<file path="src/rtl/serial_add_ctrl.sv">
`default_nettype none
// +----------------------------------------------------------------------------+
// | serial_add_ctrl : bit-serial adder, one shared full_adder over WIDTH bits   |
// | Rev 1.0                                                                     |
// +----------------------------------------------------------------------------+

module full_adder (
  input  logic a,
  input  logic b,
  input  logic ci,
  output logic s,
  output logic co
);
  assign s  = a ^ b ^ ci;
  assign co = (a & b) | (ci & (a ^ b));
endmodule

module serial_add_ctrl #(
  parameter int WIDTH = 4
) (
  input  logic             clk,
  input  logic             rst_n,
  input  logic             start,
  input  logic [WIDTH-1:0] a,
  input  logic [WIDTH-1:0] b,
  input  logic             cin,
  output logic             ready,
  output logic             busy,
  output logic             done,
  output logic [WIDTH-1:0] sum,
  output logic             cout
);

  localparam int CNT_W = $clog2(WIDTH + 1);
  localparam logic [CNT_W-1:0] LAST_BIT = CNT_W'(WIDTH - 1);

  localparam logic [1:0] IDLE = 2'd0;
  localparam logic [1:0] RUN  = 2'd1;
  localparam logic [1:0] DONE = 2'd2;

  logic [1:0]       state;
  logic [WIDTH-1:0] a_sh;
  logic [WIDTH-1:0] b_sh;
  logic             carry_q;
  logic [CNT_W-1:0] cnt;
  logic             fa_s;
  logic             fa_co;
  logic [WIDTH-1:0] sum_next;

  logic accept;
  logic last_bit;

  assign accept   = (state == IDLE) && start;
  assign last_bit = (state == RUN) && (cnt == LAST_BIT);

  full_adder u_fa (
    .a  (a_sh[0]),
    .b  (b_sh[0]),
    .ci (carry_q),
    .s  (fa_s),
    .co (fa_co)
  );

  // Partial sum keeps only the bits that survive the next shift; bit 0 of the
  // shifted word would fall off and is never stored.
  generate
    if (WIDTH > 1) begin : g_wide
      logic [WIDTH-2:0] sum_sh;

      assign sum_next = {fa_s, sum_sh};

      always_ff @(posedge clk or negedge rst_n) begin
        if (!rst_n) begin
          sum_sh <= '0;
        end else if (accept) begin
          sum_sh <= '0;
        end else if (state == RUN) begin
          sum_sh <= sum_next[WIDTH-1:1];
        end
      end
    end else begin : g_narrow
      assign sum_next = fa_s;
    end
  endgenerate

  always_ff @(posedge clk or negedge rst_n) begin
    if (!rst_n) begin
      state   <= IDLE;
      a_sh    <= '0;
      b_sh    <= '0;
      carry_q <= 1'b0;
      cnt     <= '0;
      sum     <= '0;
      cout    <= 1'b0;
    end else begin
      case (state)
        IDLE: begin
          if (start) begin
            a_sh    <= a;
            b_sh    <= b;
            carry_q <= cin;
            cnt     <= '0;
            state   <= RUN;
          end
        end
        RUN: begin
          a_sh    <= a_sh >> 1;
          b_sh    <= b_sh >> 1;
          carry_q <= fa_co;
          cnt     <= cnt + CNT_W'(1);
          if (last_bit) begin
            sum   <= sum_next;
            cout  <= fa_co;
            state <= DONE;
          end
        end
        DONE: begin
          state <= IDLE;
        end
        default: begin
          state <= IDLE;
        end
      endcase
    end
  end

  assign ready = (state == IDLE);
  assign busy  = (state == RUN) || (state == DONE);
  assign done  = (state == DONE);

endmodule
`default_nettype wire
</file>
<file path="config.mk">
export PLATFORM = sky130hd
export DESIGN_NAME = serial_add_ctrl
export DESIGN_NICKNAME = d
export VERILOG_FILES = /design/src/rtl/serial_add_ctrl.sv
export SDC_FILE = /design/constraint.sdc
export NUM_CORES = 1
export LEC_CHECK = 0
export CAP_MARGIN = 25
export CORE_AREA = 2 2 59 61
export CTS_CLUSTER_DIAMETER = 100
export DETAILED_ROUTE_END_ITERATION = 10
export DIE_AREA = 0 0 61 63
export GPL_ROUTABILITY_DRIVEN = 1
export HOLD_SLACK_MARGIN = 0.08
export PLACE_DENSITY = 0.61
export SLEW_MARGIN = 40
export SYNTH_ARGS = -nofsm -noshare
export SYNTH_HDL_FRONTEND = slang
export SYNTH_HIERARCHICAL = 1
export SYNTH_SLANG_ARGS = --single-unit
</file>
<file path="constraint.sdc">
create_clock -name clk -period 1.6 [get_ports clk]
set_input_delay 0.32 -clock clk [delete_from_list [all_inputs] [get_ports clk]]
set_output_delay 0.32 -clock clk [all_outputs]
set_load 0.005 [all_outputs]
</file>
Yosys cells after proc, flatten, opt, wreduce, memory -nomap -nowiden:

Index checks and enable logic that the tools add are counted.

* register bits: 22
* bits of input ports: 12
* output and inout port bits: 8
* word-level logic and storage cells: 41

* add/subtract/negate cells: 1
* eq/ne operators: 5
* muxes and demuxes: 13
* bitwise logic cells: 5
* reductions and logical operators: 9

Operators by type and width (count)
* $pmux 4 s2: 2
* $mux 3: 3
* $mux 4: 2
* $pmux 3 s2: 1
* $reduce_and 2->1: 3
* $mux 2: 2
* $ne 2x2->1 const B: 2
* $pmux 2 s2: 1
* $reduce_bool 2->1: 2
* $add 3x1->3 const B: 1
* $eq 3x2->1 const B: 1
* $and 1x1->1: 2
* $eq 2x1->1 const B: 1
* $eq 2x2->1 const B: 1
* $logic_and 1x1->1: 2
* $logic_not 2->1: 1
* $pmux 1 s2: 1
* $xor 1x1->1: 2
* $logic_or 1x1->1: 1
* $mux 1: 1
* $or 1x1->1: 1

Logic depth before layout (Yosys ltp):

Gate-level depths: netlist (run 1).

* word-level depth: 4
* depth in mapped cells: 7
* depth with buffers taken out: 5

Cells and area by module:

Netlist (run 1), hierarchy kept.

By module, submodules not included
* serial_add_ctrl: times used 1, cells an instance 95, area each 1136.1 sq um, sequential area each 550.5 sq um
* full_adder: times used 1, cells an instance 1, area each 20.0 sq um, sequential area each 0.0 sq um

Least setup slack after synthesis (run 1):

Ideal clock, no wire load.

* path type: register to register
* from: register state[0]
* to: register state[1]
* library setup time: 125 ps
* data arrival time: 1438 ps
* setup slack: 37 ps
* stages on the path, launching flop included: 8
* buffers on the path: 2
* period minus slack after synthesis: 1563 ps
* path through: dfrtp_1 inv_1 ha_1 buf_6 nor2b_4 buf_6 nor2_2 mux2_4

* elaborated cells between the ends (all ways): 7
* classes of those cells: eq/ne (3); mux (1); reduce/logical (3)

RTL lines
* from (decl): RTL line 41 `logic [1:0] state;`
* from (signal assigned): RTL line 88 `state <= IDLE;`
* from (signal assigned): RTL line 103 `state <= RUN;`
* from (signal assigned): RTL line 114 `state <= DONE;`
* $logic_not 2->1 (*)
* net ready: RTL line 27 `output logic ready,`
* $ne 2x2->1 (no line)
* $reduce_and 2->1 (no line)

The timed path passes the listed nets; every way through them passes the cells marked *.
A chain may end at the register's enable or synchronous reset.

Final worst setup path (run 1):

* from: register state[1]
* to: register cnt[0]

* word-level cells in the longest chain between the ends: 3
* elaborated cells between the ends (all ways): 6
* classes of those cells: eq/ne (2); mux (1); reduce/logical (3)

Ends and longest elaborated chain
* $eq 2x1->1 / $logic_not 2->1 (equally long branches): RTL line 96 `case (state)`
* $reduce_bool 2->1 (no line) / $ne 2x2->1 (equally long branches)
* $reduce_and 2->1 (no line)
* to (signal assigned): RTL line 110 `cnt <= cnt + CNT_W'(1);`
* to (decl): RTL line 45 `logic [CNT_W-1:0] cnt;`

Several ways; a longest one is shown, not always the timed one.

==> flow_metrics.py, run 1 <==
metrics = {
    "outcome": {
        "outcome": "completed",
    },
    "drt": {
        "dr_wl_met3_um": 114,
        "wl_met1_mm": 1.06,
        "vias": 847,
        "routed_via_density": 4.92,
        "drt_iter0_drc": 27,
        "routed_wl_mm": 2.30,
        "postRouteAntennaNets": 0,
        "drcViolationCount": 0,
        "top_layer": "met4",
        "firstDrtPassIters": 4,
        "wl_per_cell_um": 13.4,
        "met2_length_mm": 1.12,
    },
    "cells_and_area": {
        "fillCellCount": 322,
        "layout_common_cells": "dfrtp_1 (22), clkdlybuf4s50_1 (16), buf_4 (15), o22a_1 (7), o21ai_0 (6)",
        "drive_gt1_share_pct": 29.4,
        "n_antenna_cell": 0,
        "instances_no_fill": 172,
        "layout_commonest_cell": "dfrtp_1",
        "synthToLayoutAreaGrowth_pct": 29.0,
        "final_cell_area_um2": 1490,
        "fin_nets": 147,
    },
    "sta": {
        "relSlewSlack_pct": 80.3,
        "tightest_slew_ns": 0.296,
        "post-route-period-util_pct": 94.5,
        "setup_violations": 0,
        "hold_violations": 0,
        "drv_slew": 0,
        "max_freq_mhz": 661,
        "grt_setup_unrepaired": "false",
        "finClkSkew_ns": 0.00227,
        "min_period_ns": 1.51,
    },
    "setup_path": {
        "required_ns": 1.82,
        "cp_common_cell": "buf_4",
        "start_kind": "register",
        "reg2reg_from": "state[1]",
        "end_kind": "register",
        "crit_family": "buffers and inverters",
        "arrival_ns": 1.73,
        "r2r-end": "cnt[0]",
        "path_class": "register to register",
        "crit_slowest_cell": "dfrtp_1",
        "crit_buf_inv": 4,
        "cp_max_fo": 12,
        "r2r_cells": 7,
        "critPathMaxStageDelay_ns": 0.41,
        "reg2reg_slack_ns": 0.09,
        "path_cells": "inv_2 -> buf_4 -> ha_2 -> buf_4 -> nand2_2 -> buf_4 -> o21ai_0",
    },
    "power": {
        "comb_power_share_pct": 55.1,
        "p_switching_uw": 928,
        "vdd_drop_max_uv": 658,
        "p_leak_uw": 0.000643,
        "p_clk_share_pct": 9.3,
        "cellInternalPower_uw": 1730,
        "pwr_density_cell_nw_per_um2": 1780,
        "sw_frac_of_total_pct": 35.0,
        "total_power_uw": 2650,
        "seq_power_share_pct": 35.6,
    },
    "placement": {
        "routabilityCongestion": 0.712,
        "portBuffers": 19,
        "placed_area_um2": 1450,
        "placed_cells": 168,
        "detailed_place_hpwl_mm": 1.72,
    },
    "yosys": {
        "syn-num-nets": 115,
        "netlist_area_um2": 1160,
        "synth.distinct_cells": 29,
        "synth-seq-area-share_pct": 47.6,
        "synthFlopType": "dfrtp_1",
        "synth_edf_count": 0,
        "synthCells": 96,
        "yosys_warnings": 6,
        "postSynthAreaPerCell_um2": 12.0,
        "synth-seq-cells": 22,
        "async_reset_ff_share_pct": 100,
    },
    "floorplanning": {
        "pin_count": 20,
        "start_util_pct": 35.8,
        "die_area_um2": 3840,
        "die_y_um": 63,
        "row_count": 21,
        "core_um2": 3230,
        "die_w_um": 61,
    },
    "clock_tree": {
        "htreeDepth": 1,
        "numCtsBuffers": 3,
        "clk_latency_ns": 0.30,
        "clk_path_buf_depth": 2,
        "cts_tree": "yes",
        "clkSlewWorstSetupHoldPaths_ns": 0.12,
        "clockRootBuffer": "clkbuf_4",
        "clock_sinks": 22,
    },
    "global_route": {
        "grt_pass1_wl_mm": 3.80,
        "antenna_found_initial": 0,
        "overflow": 0,
        "grt_usage_pct": 12.9,
        "grt_pass1_vias": 839,
        "grt_start_max_net_pins": 23,
    },
    "min_path": {
        "min_path_type": "input port to asynchronous set/reset pin",
    },
    "run": {
        "cap_viol_max_count": 0,
    },
}
## synth_stat cells, drive strengths merged, types with 2 or more instances
| library cell | count | area [um^2] |
|---|---|---|
| a31oi | 2 | 12.5 |
| o21ai | 6 | 30.0 |
| a21oi | 3 | 15.0 |
| mux2 | 6 | 71.3 |
| nand2 | 5 | 21.3 |
| nand2b | 5 | 31.3 |
| nor2b | 4 | 32.5 |
| inv | 3 | 11.3 |
| dfrtp | 22 | 551 |
| nand3 | 2 | 10.0 |
| nor2 | 2 | 10.0 |
| o22a | 7 | 61.3 |
| mux2i | 3 | 30.0 |
| ha | 6 | 75.1 |
| o221a | 6 | 67.6 |
| buf | 7 | 56.3 |
| nand3b | 2 | 15.0 |
## per-layer routing
metal | vias to the layer above | GRT usage (%)
met5 | - | 0
met4 | 0 | 1.63
met3 | 2 | 4.35
met2 | 26 | 22.0
met1 | 406 | 15.9
li1 | 413 | -
## cell type report
type                            instances  area [um^2]  area share, %
Multi-Input combinational cell         64          553           37.1
Timing Repair Buffer                   34          297           19.9
Tap cell                               46         57.6           3.86
Clock buffer                            3         22.5           1.51
Inverter                                3         11.3          0.755
Sequential cell                        22          551           36.9
## worst max-delay path by stage
stage | startpoint | endpoint | slack (ns) | cells after the start
after floorplan | state[0] | state[1] | 0.04 | 7
after CTS | state[1] | done | 0.008 | 4
after detailed placement | start | b_sh[1] | -0.02 | 4
after global placement | start | state[1] | -0.01 | 5
final | state[1] | cnt[0] | 0.09 | 7
after global routing | state[1] | cnt[0] | 0.02 | 7
## power groups by stage
stage	Clock [uW]	Sequential [uW]	Combinational [uW]
after floorplan	0	925	945
after global placement	0	943	1410
after detailed placement	0	959	1440
after CTS	262	949	1460
after global routing	285	971	1620
final	246	946	1460
## cells by family after synthesis
group	synth area share, %
AOI/OAI and AO/OA	17.7
and+or+nand+nor	11.8
DFF	47.6
buffers and inverters	5.84
muxes	8.77
adders and majority gates	8.23
## worst register-to-register path: cells and delay by family (launching register included)
family | cells | cell delay (ns)
buffers and inverters | 4 | 0.54
DFF | 1 | 0.41
adders and majority gates | 1 | 0.21
AOI/OAI and AO/OA | 1 | 0.17
and+or+nand+nor | 1 | 0.10
## through the flow
stage,setup slack (ns),hold slack [ns],util [%],TNS [ns]
global route,0.0197,0.382,46.1,0
detailed placement,-0.0242,0.494,44.9,-0.120
CTS,0.00837,0.361,46.0,0
global placement,-0.0128,0.475,44.9,-0.0128
floorplan,0.0371,0.0244,-,0
finish,0.0878,0.363,46.1,0
## sequential cells by signal, indices dropped and copies added, names as in the netlist
signal,cells
a_sh,4
cout,1
cnt,3
carry_q,1
state,2
b_sh,4
sum,4
g_wide.sum_sh,3
## what timing repair did
action	CTS	global route
endpoints found under the setup margin	3	6
buffers inserted	1	1
hold endpoints to repair	0	0
gates cloned	0	0
gates resized for setup	10	2
hold buffers	0	0
Note: power is estimated with default switching activity, not from simulation.
==> run 2, diff against run 1 <==
--- a/config.mk
+++ b/config.mk
@@ -13,6 +13,7 @@
 export GPL_ROUTABILITY_DRIVEN = 1
 export HOLD_SLACK_MARGIN = 0.08
 export PLACE_DENSITY = 0.61
+export SKIP_LAST_GASP = 1
 export SLEW_MARGIN = 40
 export SYNTH_ARGS = -nofsm -noshare
 export SYNTH_HDL_FRONTEND = slang
==> run 2 against run 1 <==
Clock skew stayed put. Register-to-register slack hardly changed. Hold slack hardly changed. Sequential share of layout area is 0.093 points higher. Worst setup slack worse by 0.0039 ns. Design area is 0.25% lower. Via count is 0.35% lower. Core utilization is 0.12 points lower. Combinational power hardly changed. Cell count is 0.58% lower. Largest cell class unchanged.
==> flow_metrics.py, run 2 (synthesized netlist as in run 1, its figures left out) <==
metrics = {
    "sta": {
        "relSlewSlack_pct": 80.3,
        "min_period_ns": 1.52,
        "drv_slew": 0,
        "setup_violations": 0,
        "hold_violations": 0,
        "fin_ws_ns": 0.0839,
        "tightest_slew_ns": 0.296,
        "finClkSkew_ns": 0.00227,
        "grt_setup_unrepaired": "false",
        "post-route-period-util_pct": 94.8,
        "max_freq_mhz": 660,
    },
    "cells_and_area": {
        "drive_gt1_share_pct": 28.8,
        "utilization_pct": 46.0,
        "reg_top3": "a_sh: 4 flops, b_sh: 4 flops, sum: 4 flops",
        "layout_common_cells": "dfrtp_1 (22), clkdlybuf4s50_1 (16), buf_4 (14), o22a_1 (7), o21ai_0 (6)",
        "synthToLayoutAreaGrowth_pct": 28.7,
        "final_cell_area_um2": 1490,
        "layout_commonest_cell": "dfrtp_1",
        "fin_nets": 146,
        "n_antenna_cell": 0,
    },
    "setup_path": {
        "cp_max_fo": 12,
        "crit_slowest_cell": "dfrtp_1",
        "crit_buf_inv": 4,
        "cp.depth": 7,
        "required_ns": 1.82,
        "r2r_cells": 7,
        "critPathMaxStageDelay_ns": 0.41,
        "path_class": "register to register",
        "end_kind": "register",
        "cp_common_cell": "buf_4",
        "arrival_ns": 1.74,
        "start_kind": "register",
        "path_cells": "inv_2 -> buf_4 -> ha_2 -> buf_4 -> nand2_2 -> buf_4 -> o21ai_0",
        "crit_family": "buffers and inverters",
    },
    "drt": {
        "drt_iter0_drc": 32,
        "routed_wl_mm": 2.29,
        "drcViolationCount": 0,
        "vias": 844,
        "postRouteAntennaNets": 0,
        "wl_per_cell_um": 13.4,
        "routed_via_density": 4.94,
        "firstDrtPassIters": 4,
    },
    "global_route": {
        "overflow": 0,
        "grt_pass1_wl_mm": 3.79,
        "antenna_found_initial": 0,
        "grt_usage_pct": 12.9,
        "grt_start_max_net_pins": 23,
        "grt_pass1_vias": 839,
    },
    "power": {
        "pwr_density_cell_nw_per_um2": 1780,
        "sw_frac_of_total_pct": 35.0,
        "p_clk_share_pct": 9.3,
        "cellInternalPower_uw": 1720,
        "p_switching_uw": 924,
        "vdd_drop_max_uv": 658,
        "comb_power_share_pct": 54.9,
        "seq_power_share_pct": 35.8,
        "p_leak_uw": 0.000647,
    },
    "run": {
        "cap_viol_max_count": 0,
    },
    "floorplanning": {
        "die_y_um": 63,
        "pin_count": 20,
        "die_w_um": 61,
        "start_util_pct": 35.8,
        "core_um2": 3230,
        "die_area_um2": 3840,
        "row_count": 21,
    },
    "placement": {
        "preCtsSetupSlack_ns": -0.0242,
        "detailed_place_hpwl_mm": 1.72,
        "placed_area_um2": 1450,
        "routabilityCongestion": 0.712,
        "portBuffers": 19,
    },
    "clock_tree": {
        "clk_latency_ns": 0.30,
        "htreeDepth": 1,
        "clockRootBuffer": "clkbuf_4",
        "cts_tree": "yes",
        "clkSlewWorstSetupHoldPaths_ns": 0.12,
        "cts_hold_repair.buffers": 0,
        "numCtsBuffers": 3,
        "clk_path_buf_depth": 2,
        "clock_sinks": 22,
    },
    "min_path": {
        "min_path_type": "input port to asynchronous set/reset pin",
    },
    "outcome": {
        "outcome": "completed",
    },
}
-- run 2: cell type report --
| type | count | area [um^2] |
|---|---|---|
| Inverter | 3 | 11.3 |
| Sequential cell | 22 | 551 |
| Clock buffer | 3 | 22.5 |
| Multi-Input combinational cell | 64 | 553 |
| Fill cell | 322 | 1740 |
| Tap cell | 46 | 57.6 |
| Timing Repair Buffer | 33 | 293 |
-- run 2: worst register-to-register path: cells and delay by family (launching register included) --
kind,cells,cell delay [ns]
buffers and inverters,4,0.54
flip-flops,1,0.41
adder cells (fa/ha/maj),1,0.21
AO/OA/AOI/OAI,1,0.17
AND/OR/NAND/NOR,1,0.10
-- run 2: metrics by stage --
stage | total power [uW] | std cells | hold WS (ns) | setup TNS (ns)
2_1_floorplan | 1870 | 96 | 0.0244 | 0
3_3_place_gp | 2350 | 168 | 0.475 | -0.0128
3_5_place_dp | 2400 | 168 | 0.494 | -0.120
4_1_cts | 2680 | 172 | 0.361 | -0.191
5_1_grt | 2860 | 171 | 0.382 | 0
6_report | 2640 | 171 | 0.363 | 0
-- run 2: per-layer routing --
metal / vias up / wire [um] / track usage (%)
met1: 405 / 1060 / 15.9
met3: 2 / 114 / 4.35
li1: 411 / - / -
met2: 26 / 1110 / 21.9
met5: - / 0 / 0
met4: 0 / 11 / 1.63
-- run 2: repair_timing --
action,in CTS,in global routing
pin swaps,0,1
resized for setup,9,3
endpoints found under the setup margin,3,7
buffers inserted,1,0
-- run 2: final timing paths --
| path | end | slack (ns) | start |
|---|---|---|---|
| max | cnt[0] | 0.08 | state[1] |
| min | cnt[1] | 0.36 | rst_n |
| max reg2reg | cnt[0] | 0.08 | state[1] |
| min reg2reg | cnt[2] | 0.51 | cnt[2] |
| max in group asynchronous | cout | 1.01 | rst_n |
| min in group clk | cnt[2] | 0.51 | cnt[2] |
-- run 2: power by group through the flow --
stage	combinational [uW]	clock (uW)	sequential, uW
6_report	1450	246	945
5_1_grt	1600	285	971
2_1_floorplan	945	0	925
3_5_place_dp	1440	0	959
4_1_cts	1470	262	949
3_3_place_gp	1410	0	943
==> variant: new RTL, settings of run 2 <==
Set the parameter `WIDTH` to 2 (it was 4).
--- a/src/rtl/serial_add_ctrl.sv
+++ b/src/rtl/serial_add_ctrl.sv
@@ -16,7 +16,7 @@
 endmodule
 
 module serial_add_ctrl #(
-  parameter int WIDTH = 4
+  parameter int WIDTH = 2
 ) (
   input  logic             clk,
   input  logic             rst_n,
Interface: changed (resized a, b and sum); port bits go from 20 to 14. The function was not compared with the original's and may differ.
==> variant against run 2 <==
- total power decreased by 32%
- wire length decreased by 37%
- setup slack improved by 19 ps
- core utilization down 16 points
- largest cell class unchanged
- die area is the same
- largest power group unchanged
- design area fell by 34%
- sequential cell count decreased by 9
- critical path depth decreased by 4
- area after synthesis decreased by 40%
==> variant: results (changes against run 2) <==
[timing]
whs_ps = 335  ; -28.0 ps
finalClockSkew_ps = 7.39  ; +5.12 ps
slew_headroom_pct = 83.8  ; +3.5 points
period_minus_slack_ps = 1500  ; -18.9 ps

[logic_synthesis]
synthMuxAreaShare_pct = 7.91  ; -0.85 points
synth_common_cells = dfrtp_1 (13), ha_1 (5)
ys_warn_count = 6  ; unchanged
synthTopCellsByArea = dfrtp_1 (47%), ha_1 (9.0%), mux2_2 (4.9%)
synth_cell_types = 27  ; -6.9%
synthesis.nets = 74  ; -36%
synthAdderAreaFrac_pct = 11.9  ; +3.6 points
seq_area_frac_synth_pct = 46.8  ; -0.86 points
synth-compound-area-share_pct = 14.6  ; -3.2 points

[global_routing]
grt_pass1_wl_mm = 2.30  ; -39%
grt_pass1_vias = 515  ; -39%
grt_max_degree = 14  ; -39%
grt_use_total_pct = 8.49  ; -4.4 points

[detailed_routing]
drt_iter0_drc = 17  ; -47%
drtPass1Iterations = 4  ; unchanged
vias_per_cell = 4.10  ; -17%
drt-total-wl_mm = 1.45  ; -37%

[critical_path]
cp_data_arrival_time_ps = 1180  ; -560 ps
crit_path_max_fanout = 3  ; -9
path_delay_family = flip-flops
reg2reg_slack_ps = 110  ; +30 ps

[clocking]
cts_buffer_depth = 2  ; unchanged
clk_pin_slew_ps = 90  ; -30 ps
post_cts_buffers = 0  ; -1
ctsHtreeMaxLevel = 1  ; unchanged
clk_latency_ps = 280  ; -20 ps

[hold_path]
hold_path_class = in2async

[power_and_ir_drop]
ir_drop_mv = 0.350  ; -47%
cellInternalPower_uw = 1150  ; -33%
leakage_uw = 0.000423  ; -35%

[finish]
nets = 97  ; -34%
drive_above_1_share_pct = 29.3  ; +0.47 points
antenna_cells = 0  ; unchanged

[outcome]
status = completed

[placement]
dp_slack_ps = 45.5  ; +69.7 ps
io_buffers = 13  ; -6
gp_congestion = 0.741  ; +4.0%
post-dp-hpwl_mm = 1.08  ; -37%

-- variant: cell count changes after synthesis, moves of 2 or more --
cell / change
nand2b_1: -5
buf_2: -2
a21oi_1: -2
mux2_2: -2
o21ai_0: -3
o221a_2: -5
mux2i_1: -2
o22a_1: -4
buf_6: -3
dfrtp_1: -9
o21ai_1: +2
-- variant: cell families (layout without fill, tap and decap cells) --
logic type / Yosys count / count (layout)
AOI/OAI and AO/OA: 14 / 14
adders and majority gates: 6 / 6
buffers and inverters: 5 / 27
DFF: 13 / 13
muxes: 5 / 5
and+or+nand+nor: 17 / 17
-- variant: metal layers --
layer | track usage (%) | share of wire, % | vias up
met3 | 3.11 | 5.4 | 5
met4 | 4.89 | 2.4 | 0
met5 | 0 | 0 | -
met1 | 9.48 | 44 | 251
met2 | 13.4 | 49 | 14
li1 | - | - | 255
-- variant: path summary, 6_finish.rpt --
check	startpoint	to	cells past startpoint
min in group clk	cnt[0]	cnt[0]	1
hold / removal	rst_n	a_sh[1]	2
setup / recovery	state[1]	ready	3
max in group asynchronous	rst_n	cnt[1]	2
hold reg to reg	cnt[0]	cnt[0]	1
setup reg to reg	state[1]	state[1]	6
-- variant: metrics by stage --
step	cells	cell area, µm²
after floorplan	60	696
after global placement	124	936
after detailed placement	124	936
after CTS	128	971
after global routing	128	978
final	128	978
-- variant: timing repair --
action                                  4_1_cts  5_1_grt
endpoints found under the hold margin         0        0
endpoints found under the setup margin        3        5
hold buffers                                  0        0
gates cloned                                  0        0
pin swaps                                     0        1
gates resized for setup                       7        6
-- variant: worst reg2reg max path, cell delays in order, from the launching register on --
cell and delay (ps):
dfrtp_1 410, inv_2 70, buf_4 140, ha_1 180, nor2b_2 170, nor2_2 120, mux2_4 300
-- variant: final cells by class --
cell class	count	area (µm²)
multi-input combinational	42	370
clock buffer	4	26.3
sequential	13	325
tap	46	57.6
timing repair buffer	20	188
inverter	3	11.3
fill	347	2250
-- variant: power groups by stage --
stage          combinational [µW]  sequential, µW  clock [µW]
4_1_cts                       999             575         218
2_1_floorplan                 589             562           0
6_report                     1010             573         215
3_3_place_gp                  978             573           0
5_1_grt                      1130             597         240
3_5_place_dp                  995             577           0
